## src/rtl/alu_sequencer_pkg.sv

```systemverilog
// Shared definitions for the ALU sequencer and the ALU it drives:
// op codes, flag bit positions and the sequencer state encoding.
package alu_sequencer_pkg;

    localparam int unsigned OP_W   = 4;
    localparam int unsigned FLAG_W = 3;

    // Flag vector is {carry/borrow, signed overflow, zero}
    localparam int unsigned FLAG_C = 2;
    localparam int unsigned FLAG_V = 1;
    localparam int unsigned FLAG_Z = 0;

    localparam logic [OP_W-1:0] OP_ADD        = 4'd0;
    localparam logic [OP_W-1:0] OP_SUB        = 4'd1;
    localparam logic [OP_W-1:0] OP_ADDS       = 4'd2;
    localparam logic [OP_W-1:0] OP_SUBS       = 4'd3;
    localparam logic [OP_W-1:0] OP_AND        = 4'd4;
    localparam logic [OP_W-1:0] OP_OR         = 4'd5;
    localparam logic [OP_W-1:0] OP_XOR        = 4'd6;
    localparam logic [OP_W-1:0] OP_NOR        = 4'd7;
    localparam logic [OP_W-1:0] OP_SLT        = 4'd8;
    localparam logic [OP_W-1:0] OP_LAST_LEGAL = OP_SLT;

    typedef struct packed {
        logic c;
        logic v;
        logic z;
    } alu_flags_t;

    typedef enum logic [1:0] {
        ST_IDLE = 2'd0,
        ST_EXEC = 2'd1,
        ST_RESP = 2'd2
    } seq_state_t;

    function automatic logic op_is_legal(input logic [OP_W-1:0] op);
        return (op <= OP_LAST_LEGAL);
    endfunction

endpackage

```

## src/rtl/alu_sequencer.sv

```systemverilog
// Command/response sequencer for an external ALU: latches a command, captures
// the ALU result one cycle later and holds it until consumed. Keeps an
// accumulator and sticky flags.
module alu_sequencer
    import alu_sequencer_pkg::*;
#(
    parameter int unsigned MSB = 32
) (
    input  logic              clk,
    input  logic              rst_n,
    input  logic              cmd_valid,
    output logic              cmd_ready,
    input  logic [OP_W-1:0]   cmd_op,
    input  logic [MSB-1:0]    cmd_a,
    input  logic [MSB-1:0]    cmd_b,
    input  logic              cmd_acc,
    output logic [MSB-1:0]    alu_in1,
    output logic [MSB-1:0]    alu_in2,
    output logic [OP_W-1:0]   alu_s,
    input  logic [MSB-1:0]    alu_out,
    input  logic [FLAG_W-1:0] alu_f,
    output logic              rsp_valid,
    input  logic              rsp_ready,
    output logic [MSB-1:0]    rsp_data,
    output logic [FLAG_W-1:0] rsp_f,
    output logic              rsp_err,
    output logic [FLAG_W-1:0] sticky_f,
    input  logic              flag_clr,
    output logic [MSB-1:0]    acc_q,
    input  logic              acc_clr
);

    seq_state_t        r_state;
    seq_state_t        w_state_nxt;
    logic              w_cmd_fire;
    logic              w_capture;
    logic              w_acc_wr;

    logic              r_cmd_ready;
    logic              r_rsp_valid;
    logic [MSB-1:0]    r_rsp_data;
    logic [FLAG_W-1:0] r_rsp_f;
    logic              r_rsp_err;
    logic [FLAG_W-1:0] r_sticky_f;
    logic [MSB-1:0]    r_acc;
    logic              r_acc_sel;
    logic [MSB-1:0]    r_alu_in1;
    logic [MSB-1:0]    r_alu_in2;
    logic [OP_W-1:0]   r_alu_s;

    always_ff @(posedge clk or negedge rst_n) begin
        if (!rst_n) r_state <= ST_IDLE;
        else        r_state <= w_state_nxt;
    end

    always_comb begin
        w_state_nxt = r_state;
        w_cmd_fire  = 1'b0;
        w_capture   = 1'b0;
        case (r_state)
            ST_IDLE: if (cmd_valid && r_cmd_ready) begin
                w_cmd_fire  = 1'b1;
                w_state_nxt = ST_EXEC;
            end
            ST_EXEC: begin
                w_capture   = 1'b1;
                w_state_nxt = ST_RESP;
            end
            ST_RESP: if (r_rsp_valid && rsp_ready) w_state_nxt = ST_IDLE;
            default: w_state_nxt = ST_IDLE;
        endcase
    end

    assign w_acc_wr = w_capture && r_acc_sel && op_is_legal(r_alu_s);

    // rsp_valid trails entry into RESP by one cycle and drops on the consuming edge
    always_ff @(posedge clk or negedge rst_n) begin
        if (!rst_n) begin
            r_cmd_ready <= 1'b1;
            r_rsp_valid <= 1'b0;
        end else begin
            r_cmd_ready <= (w_state_nxt == ST_IDLE);
            r_rsp_valid <= (r_state == ST_RESP) && (w_state_nxt == ST_RESP);
        end
    end

    always_ff @(posedge clk or negedge rst_n) begin
        if (!rst_n) begin
            r_alu_in1  <= '0;
            r_alu_in2  <= '0;
            r_alu_s    <= '0;
            r_acc_sel  <= 1'b0;
            r_rsp_data <= '0;
            r_rsp_f    <= '0;
            r_rsp_err  <= 1'b0;
        end else begin
            if (w_cmd_fire) begin
                r_alu_in1 <= cmd_acc ? r_acc : cmd_a;
                r_alu_in2 <= cmd_b;
                r_alu_s   <= cmd_op;
                r_acc_sel <= cmd_acc;
            end
            if (w_capture) begin
                r_rsp_data <= alu_out;
                r_rsp_f    <= alu_f;
                r_rsp_err  <= !op_is_legal(r_alu_s);
            end
        end
    end

    // A capture takes priority over a coincident clear request
    always_ff @(posedge clk or negedge rst_n) begin
        if (!rst_n) begin
            r_sticky_f <= '0;
            r_acc      <= '0;
        end else begin
            if (w_capture)     r_sticky_f <= (flag_clr ? '0 : r_sticky_f) | alu_f;
            else if (flag_clr) r_sticky_f <= '0;

            if (w_acc_wr)     r_acc <= alu_out;
            else if (acc_clr) r_acc <= '0;
        end
    end

    assign cmd_ready = r_cmd_ready;
    assign rsp_valid = r_rsp_valid;
    assign rsp_data  = r_rsp_data;
    assign rsp_f     = r_rsp_f;
    assign rsp_err   = r_rsp_err;
    assign sticky_f  = r_sticky_f;
    assign acc_q     = r_acc;
    assign alu_in1   = r_alu_in1;
    assign alu_in2   = r_alu_in2;
    assign alu_s     = r_alu_s;

endmodule
```

## config.mk

```make
export PLATFORM = sky130hd
export DESIGN_NAME = alu_sequencer
export DESIGN_NICKNAME = d
export VERILOG_FILES = /design/src/rtl/alu_sequencer_pkg.sv /design/src/rtl/alu_sequencer.sv
export SDC_FILE = /design/constraint.sdc
export NUM_CORES = 1
export LEC_CHECK = 0
export ABC_CLOCK_PERIOD_IN_PS = 1500
export CAP_MARGIN = 20
export CORE_MARGIN = 1
export CORE_UTILIZATION = 39
export DETAILED_ROUTE_END_ITERATION = 10
export PLACE_DENSITY = 0.76
export SLEW_MARGIN = 20
export SYNTH_ARGS = -nofsm -noshare
export SYNTH_HDL_FRONTEND = slang
export SYNTH_SLANG_ARGS = --single-unit
```

## constraint.sdc

```tcl
create_clock -name clk -period 1.5 [get_ports clk]
set_input_delay 0.15 -clock clk [delete_from_list [all_inputs] [get_ports clk]]
set_output_delay 0.15 -clock clk [all_outputs]
set_load 0.02 [all_outputs]
```

==> metrics.txt, run 1 <==
Startpoint Class=register; DPL Wire Length=around 12 mm; final WL=16.6 mm; drt pass-1 iters=4; port buffer count=250; FF+latch area=roughly 3600 um2; register bit total from synthesis=approximately 140; clock skew after layout=roughly 8.0 ps; Fin Hold WS=209 ps; Post-route DRC=0; FF-to-FF path depth=3; vias=4590; power per cell area=between 2000 and 2500 nW/um2; CTS clk-pin slew, worst paths=60 ps; Num CTS Buffers=17; design area=9300 um2; Final Hold Viols=0; # IOs=about 250; Max Freq=~0.67 GHz; largest net degree at the start of global routing=38; worst r2r src=cmd_ready; root buffer cell=clkbuf_16; Layout Cells excl Fill=~950; nets=866; crit path max fanout=31; endpoint class of the critical path=register; Rows=44; share of cells above drive strength 1=approximately 17%; CP required=approximately 1800 ps; dpl cells=917; worst reg2reg setup slack=-4 ps; top cell type's share of synthesized area=between 50% and 60%; Syn Area/Cell=~12 um2; GRT overflow=0; H-tree depth=4; setup ws final=-3.66 ps; Max Cap Viol=0; mapped cell area=6000 um2; # setup viols final=2; Core ar.=~15000 um2; maximum vdd drop=1.24 mV; Filler cells=between 1k and 1.5k; Slew @ Worst Pin=about 360 ps; vias in the first global route=4909; LEAKAGE=roughly 4.7 nW; Via-to-Cell Ratio=4.82; status=finished, violations left; period utilisation layout=100%; Final Critical Period=around 1500 ps; Final Wtd Congestion=between 0.8 and 0.9; Util after Layout=between 60% and 70%; CP arrival=1790 ps; area delta synth->final=55.1%; WS Path Type=register to register; cell area after placement=slightly below 9000 um2; R2R Path End=alu_in2[26]; synthesized instance count=a little under 500; WL/cell=around 17 um; unrepaired setup endpoints after global routing=yes; failing checks=negative setup slack; count of cell types in the netlist=24; Yosys top cell by area=dfrtp_1; # diodes=0; Iter 0 DRT Violations=200; starting density of the core=slightly above 40%; gr usage total=around a fifth; die area=around 16000 um2; die extent in y=126 um; post-route ant nets=0; Final Slew Violations=0; Synth Warn #=0; Slew headroom=76.2%; sequential fraction of the synthesis area=approximately three fifths; CTS sink count=144; chip width=roughly 130 um; CTS tree=built; initial antenna violation count=0; top post-synthesis cells by area=dfrtp_1 (60%), mux2_4 (7.5%), mux2_2 (7.3%); first-pass GRT wire length=~26 mm; multi-input logic area=between 2000 and 2500 um2; Hold WC Path Type=primary input to asynchronous set/reset pin; Net Count, Synth=602; Worst-Skew Late Latency=410 ps; clock buffer depth=2; Setup Slack @ Placement=-86.7 ps
## cell type report
| cell class | count | share of cell area [%] |
|---|---|---|
| Timing Repair Buffer | 274 | 28.5 |
| Tap cell | 184 | 2.47 |
| Sequential cell | 144 | 38.7 |
| Clock buffer | 20 | 4.91 |
| Clock inverter | 11 | 1.49 |
| Inverter | 4 | 0.161 |
| Multi-Input combinational cell | 315 | 23.8 |
## per-stage QoR
| step | power, mW | TNS, ps |
|---|---|---|
| after floorplan | 11.1 | -4.74 |
| after global placement | 15.4 | -1860 |
| after detailed placement | 15.7 | -2730 |
| after CTS | 18.8 | -6.16 |
| after global routing | 19.7 | -957 |
| final | 18.7 | -4.69 |
## worst max-delay path: stages (launching register included)
cell	delay [ps]
dfstp_2	540
and4bb_4	270
buf_12	200
mux2_2	360
## synth_stat cells
library cell / n
nand3_4: 1
inv_1: 4
buf_2: 12
o31ai_4: 1
buf_1: 1
dfrtp_1: 143
dfstp_2: 1
buf_4: 6
mux2_2: 39
or2_2: 1
clkbuf_1: 5
nand2b_1: 1
a211oi_1: 1
and4bb_4: 1
a21oi_1: 32
and2b_1: 1
nor2_1: 32
nor3_1: 1
mux2i_1: 32
nand2_1: 106
o21ai_0: 4
mux2_4: 30
nor2b_1: 32
buf_6: 5
## where the power goes
| group | internal (mW) | leakage [nW] | total [mW] | switching (mW) |
|---|---|---|---|---|
| sequential | 5.56 | 1.78 | 6.53 | 0.968 |
| combinational | 3.49 | 2.60 | 7.95 | 4.46 |
| clock | 2.68 | 0.291 | 4.24 | 1.56 |
| total | 11.7 | 4.67 | 18.7 | 6.99 |
## layout by cell type, fill, tap and decap left out, types with 3 or more instances in the layout
cell type	synthesis	routed
a21oi_1	32	32
buf_12	0	10
buf_4	6	12
bufinv_16	0	3
clkbuf_16	0	18
clkdlybuf4s50_1	0	107
clkinv_2	0	5
dfrtp_1	143	143
dlygate4sd2_1	0	141
inv_1	4	4
mux2_2	39	36
mux2_4	30	33
mux2i_1	32	32
nand2_1	106	106
nor2_1	32	32
nor2b_1	32	32
o21ai_0	4	4
## cell families after synthesis
kind of cell / share of synthesized area, %
buf+inv: 3.32
compound gates: 3.48
flops: 60.1
mux: 20.2
simple gates: 13.0
## worst max-delay path by stage
stage / endpoint / slack [ps] / cells after the start / startpoint
after floorplan: alu_in2[30] / -5 / 4 / cmd_ready
after global placement: alu_in2[27] / -60 / 4 / cmd_valid
after detailed placement: alu_in2[21] / -90 / 4 / cmd_valid
after CTS: alu_in2[26] / -4 / 3 / cmd_ready
after global routing: alu_in1[21] / -40 / 5 / cmd_ready
final: alu_in2[26] / -4 / 3 / cmd_ready
## registers in the layout (all words and copies together) (netlist names)
register	count
acc_q	32
r_acc_sel	1
rsp_err	1
sticky_f	3
r_state	2
alu_s	4
rsp_f	3
rsp_data	32
rsp_valid	1
cmd_ready	1
alu_in1	32
alu_in2	32
## layer usage
layer  GRT usage (%)  wire, um
met5               0         0
met4            8.08       337
met3            6.67      1060
met2            35.0      8120
met1            26.3      7040
## repair_timing
| action | 4_1_cts | 5_1_grt |
|---|---|---|
| hold buffers | 1 | 0 |
| cloned | 0 | 1 |
| pin swaps | 2 | 1 |
| gates resized for setup | 142 | 1 |
| hold endpoints to repair | 121 | 0 |
| buffers inserted | 0 | 2 |
| endpoints found under the setup margin | 154 | 67 |
No activity file was read; power rests on OpenSTA's default activity.
==> inputs of run 2 (changes only) <==
--- a/config.mk
+++ b/config.mk
@@ -6,7 +6,6 @@
 export NUM_CORES = 1
 export LEC_CHECK = 0
 export ABC_CLOCK_PERIOD_IN_PS = 1500
-export CAP_MARGIN = 20
 export CORE_MARGIN = 1
 export CORE_UTILIZATION = 39
 export DETAILED_ROUTE_END_ITERATION = 10
==> results of run 2 <==
Final layout, timing and power as in run 1 (identical DEF).
==> inputs of run 3 (changes only) <==
==> constraint.sdc (replaced) <==
create_clock -name clk -period 1.5 [get_ports clk]
set_input_delay 0.15 -clock clk [delete_from_list [all_inputs] [get_ports clk]]
set_output_delay 0.15 -clock clk [all_outputs]
set_load 0.01 [all_outputs]
==> run 3 against run 2 <==
Compared with the run above: the flow still finishes with violations (negative setup slack); worst setup slack got worse by 42 ps; clock power increased by 5.7%; wire length up 6.3%; critical path depth unchanged; via count is 1.9% higher; clock skew hardly changed; fmax is 2.7% lower; cell count increased by 0.63%; first-iteration DRC count up 8.5%; critical path type unchanged; highest routed layer unchanged.
==> metrics.txt, run 3 (synthesized netlist as in run 1, its figures left out) <==
status=finished, violations left; failing checks=negative setup slack; post-route ant nets=0; Core ar.=roughly 15000 um2; vias=4675; CTS tree=built; vias in the first global route=4907; crit path max fanout=14; setup ws final=-45.5 ps; maximum vdd drop=~1.2 mV; share of cells above drive strength 1=roughly 18%; die extent in y=~130 um; LEAKAGE=~5.2 nW; Filler cells=between 1k and 1.5k; Iter 0 DRT Violations=roughly 220; WL/cell=~18 um; Setup Slack @ Placement=-93.0 ps; commonest cells after routing, fill and taps aside=clkdlybuf4s50_1 (153), dfrtp_1 (143), nand2_1 (106); initial antenna violation count=0; clock skew after layout=8.46 ps; Final Wtd Congestion=0.806; Final Hold Viols=0; nets=roughly 870; largest net degree at the start of global routing=45; Startpoint Class=register; GRT overflow=0; Fin Hold WS=236 ps; Max Freq=between 0.6 and 0.7 GHz; Final Slew Violations=0; chip width=about 130 um; power per cell area=1940 nW/um2; CP arrival=between 1500 and 2000 ps; Slew headroom=a little under three quarters; period utilisation layout=103%; port buffer count=250; final WL=around 18 mm; Post-route DRC=0; WS Path Type=register to register; first-pass GRT wire length=26.5 mm; root buffer cell=clkbuf_16; die area=15900 um2; Hold WC Path Type=primary input to asynchronous set/reset pin; CP cell instances=and4bb_4, buf_12, mux2_2; endpoint class of the critical path=register; # setup viols final=59; Max Cap Viol=0; Slew @ Worst Pin=431 ps; Worst-Skew Late Latency=between 400 and 500 ps; CP peak stage delay=approximately 530 ps; # diodes=0; gr usage total=a little over a fifth; sum of negative setup slack=-1410 ps; drt pass-1 iters=5; worst reg2reg setup slack=-50 ps; clock buffer depth=2; unrepaired setup endpoints after global routing=yes; commonest non-fill, non-tap cell in the layout=clkdlybuf4s50_1; delay-heaviest family, CP=flip-flops; Via-to-Cell Ratio=4.88; CP required=~1800 ps; multi-input logic area=approximately 2200 um2; starting density of the core=roughly two fifths; CP Buf/Inv Count=1; CTS sink count=about 140; Rows=44; H-tree depth=4; Final Critical Period=1550 ps; CP max-delay cell=dfstp_2; area delta synth->final=62.6%; DPL Wire Length=12.1 mm; CTS clk-pin slew, worst paths=60 ps; FF+latch area=around 3600 um2; # IOs=roughly 250; Num CTS Buffers=17
-- run 3: cell count changes in the layout (fill, tap and decap cells not counted), moves of 2 or more --
| cell | previous run | this run |
|---|---|---|
| clkdlybuf4s50_1 | 107 | 153 |
| dlymetal6s2s_1 | 0 | 57 |
| clkbuf_16 | 18 | 20 |
| mux2_2 | 36 | 26 |
| buf_6 | 1 | 5 |
| mux2_4 | 33 | 43 |
| clkinv_2 | 5 | 1 |
| dlygate4sd2_1 | 141 | 38 |
| buf_8 | 0 | 2 |
-- run 3: layout make-up --
type                            count  area share [%]
Inverter                            4           0.154
Timing Repair Buffer              282            31.1
Clock buffer                       20            4.79
Clock inverter                      9            1.62
Tap cell                          184            2.36
Multi-Input combinational cell    315            23.0
Sequential cell                   144            37.0
-- run 3: power by group --
group | internal [mW] | switching [mW] | leakage (nW)
Combinational | 4.53 | 3.39 | 3.16
Clock | 2.89 | 1.58 | 0.300
Sequential | 5.56 | 0.971 | 1.78
-- run 3: repair_timing --
action,CTS,global route
hold buffers,1,0
endpoints found under the setup margin,38,145
hold endpoints to repair,38,0
gates resized for setup,39,79
gates cloned,0,4
buffers inserted,3,2
-- run 3: path summary, 6_finish.rpt --
path	from	end	depth (start not counted)
worst max-delay path	cmd_ready	alu_in2[6]	3
worst max register to register	cmd_ready	alu_in2[6]	3
max in group asynchronous	rst_n	alu_in2[13]	3
min in group clk	alu_f[2]	rsp_f[2]	3
worst min register to register	rsp_data[18]	rsp_data[18]	2
worst min-delay path	rst_n	alu_in1[3]	2
-- run 3: worst register-to-register path, stage by stage, from the launching register on --
cell      delay, ps
dfstp_2         530
and4bb_4        350
buf_12          190
mux2_2          360
-- run 3: metrics by stage --
| step | std cells | util [%] | instance area, um2 | power (mW) |
|---|---|---|---|---|
| after floorplan | 492 | - | 6000 | 9.83 |
| after global placement | 919 | 59.7 | 8810 | 14.1 |
| after detailed placement | 919 | 59.7 | 8810 | 14.4 |
| after CTS | 952 | 63.9 | 9430 | 18.8 |
| after global routing | 958 | 66.1 | 9750 | 19.9 |
| final | 958 | 66.1 | 9750 | 18.9 |
-- run 3: per-layer routing --
layer / global-route usage, % / wire length, um
met1: 26.6 / 7310
met2: 36.8 / 8840
met3: 6.58 / 1210
met4: 6.73 / 239
met5: 0 / 0
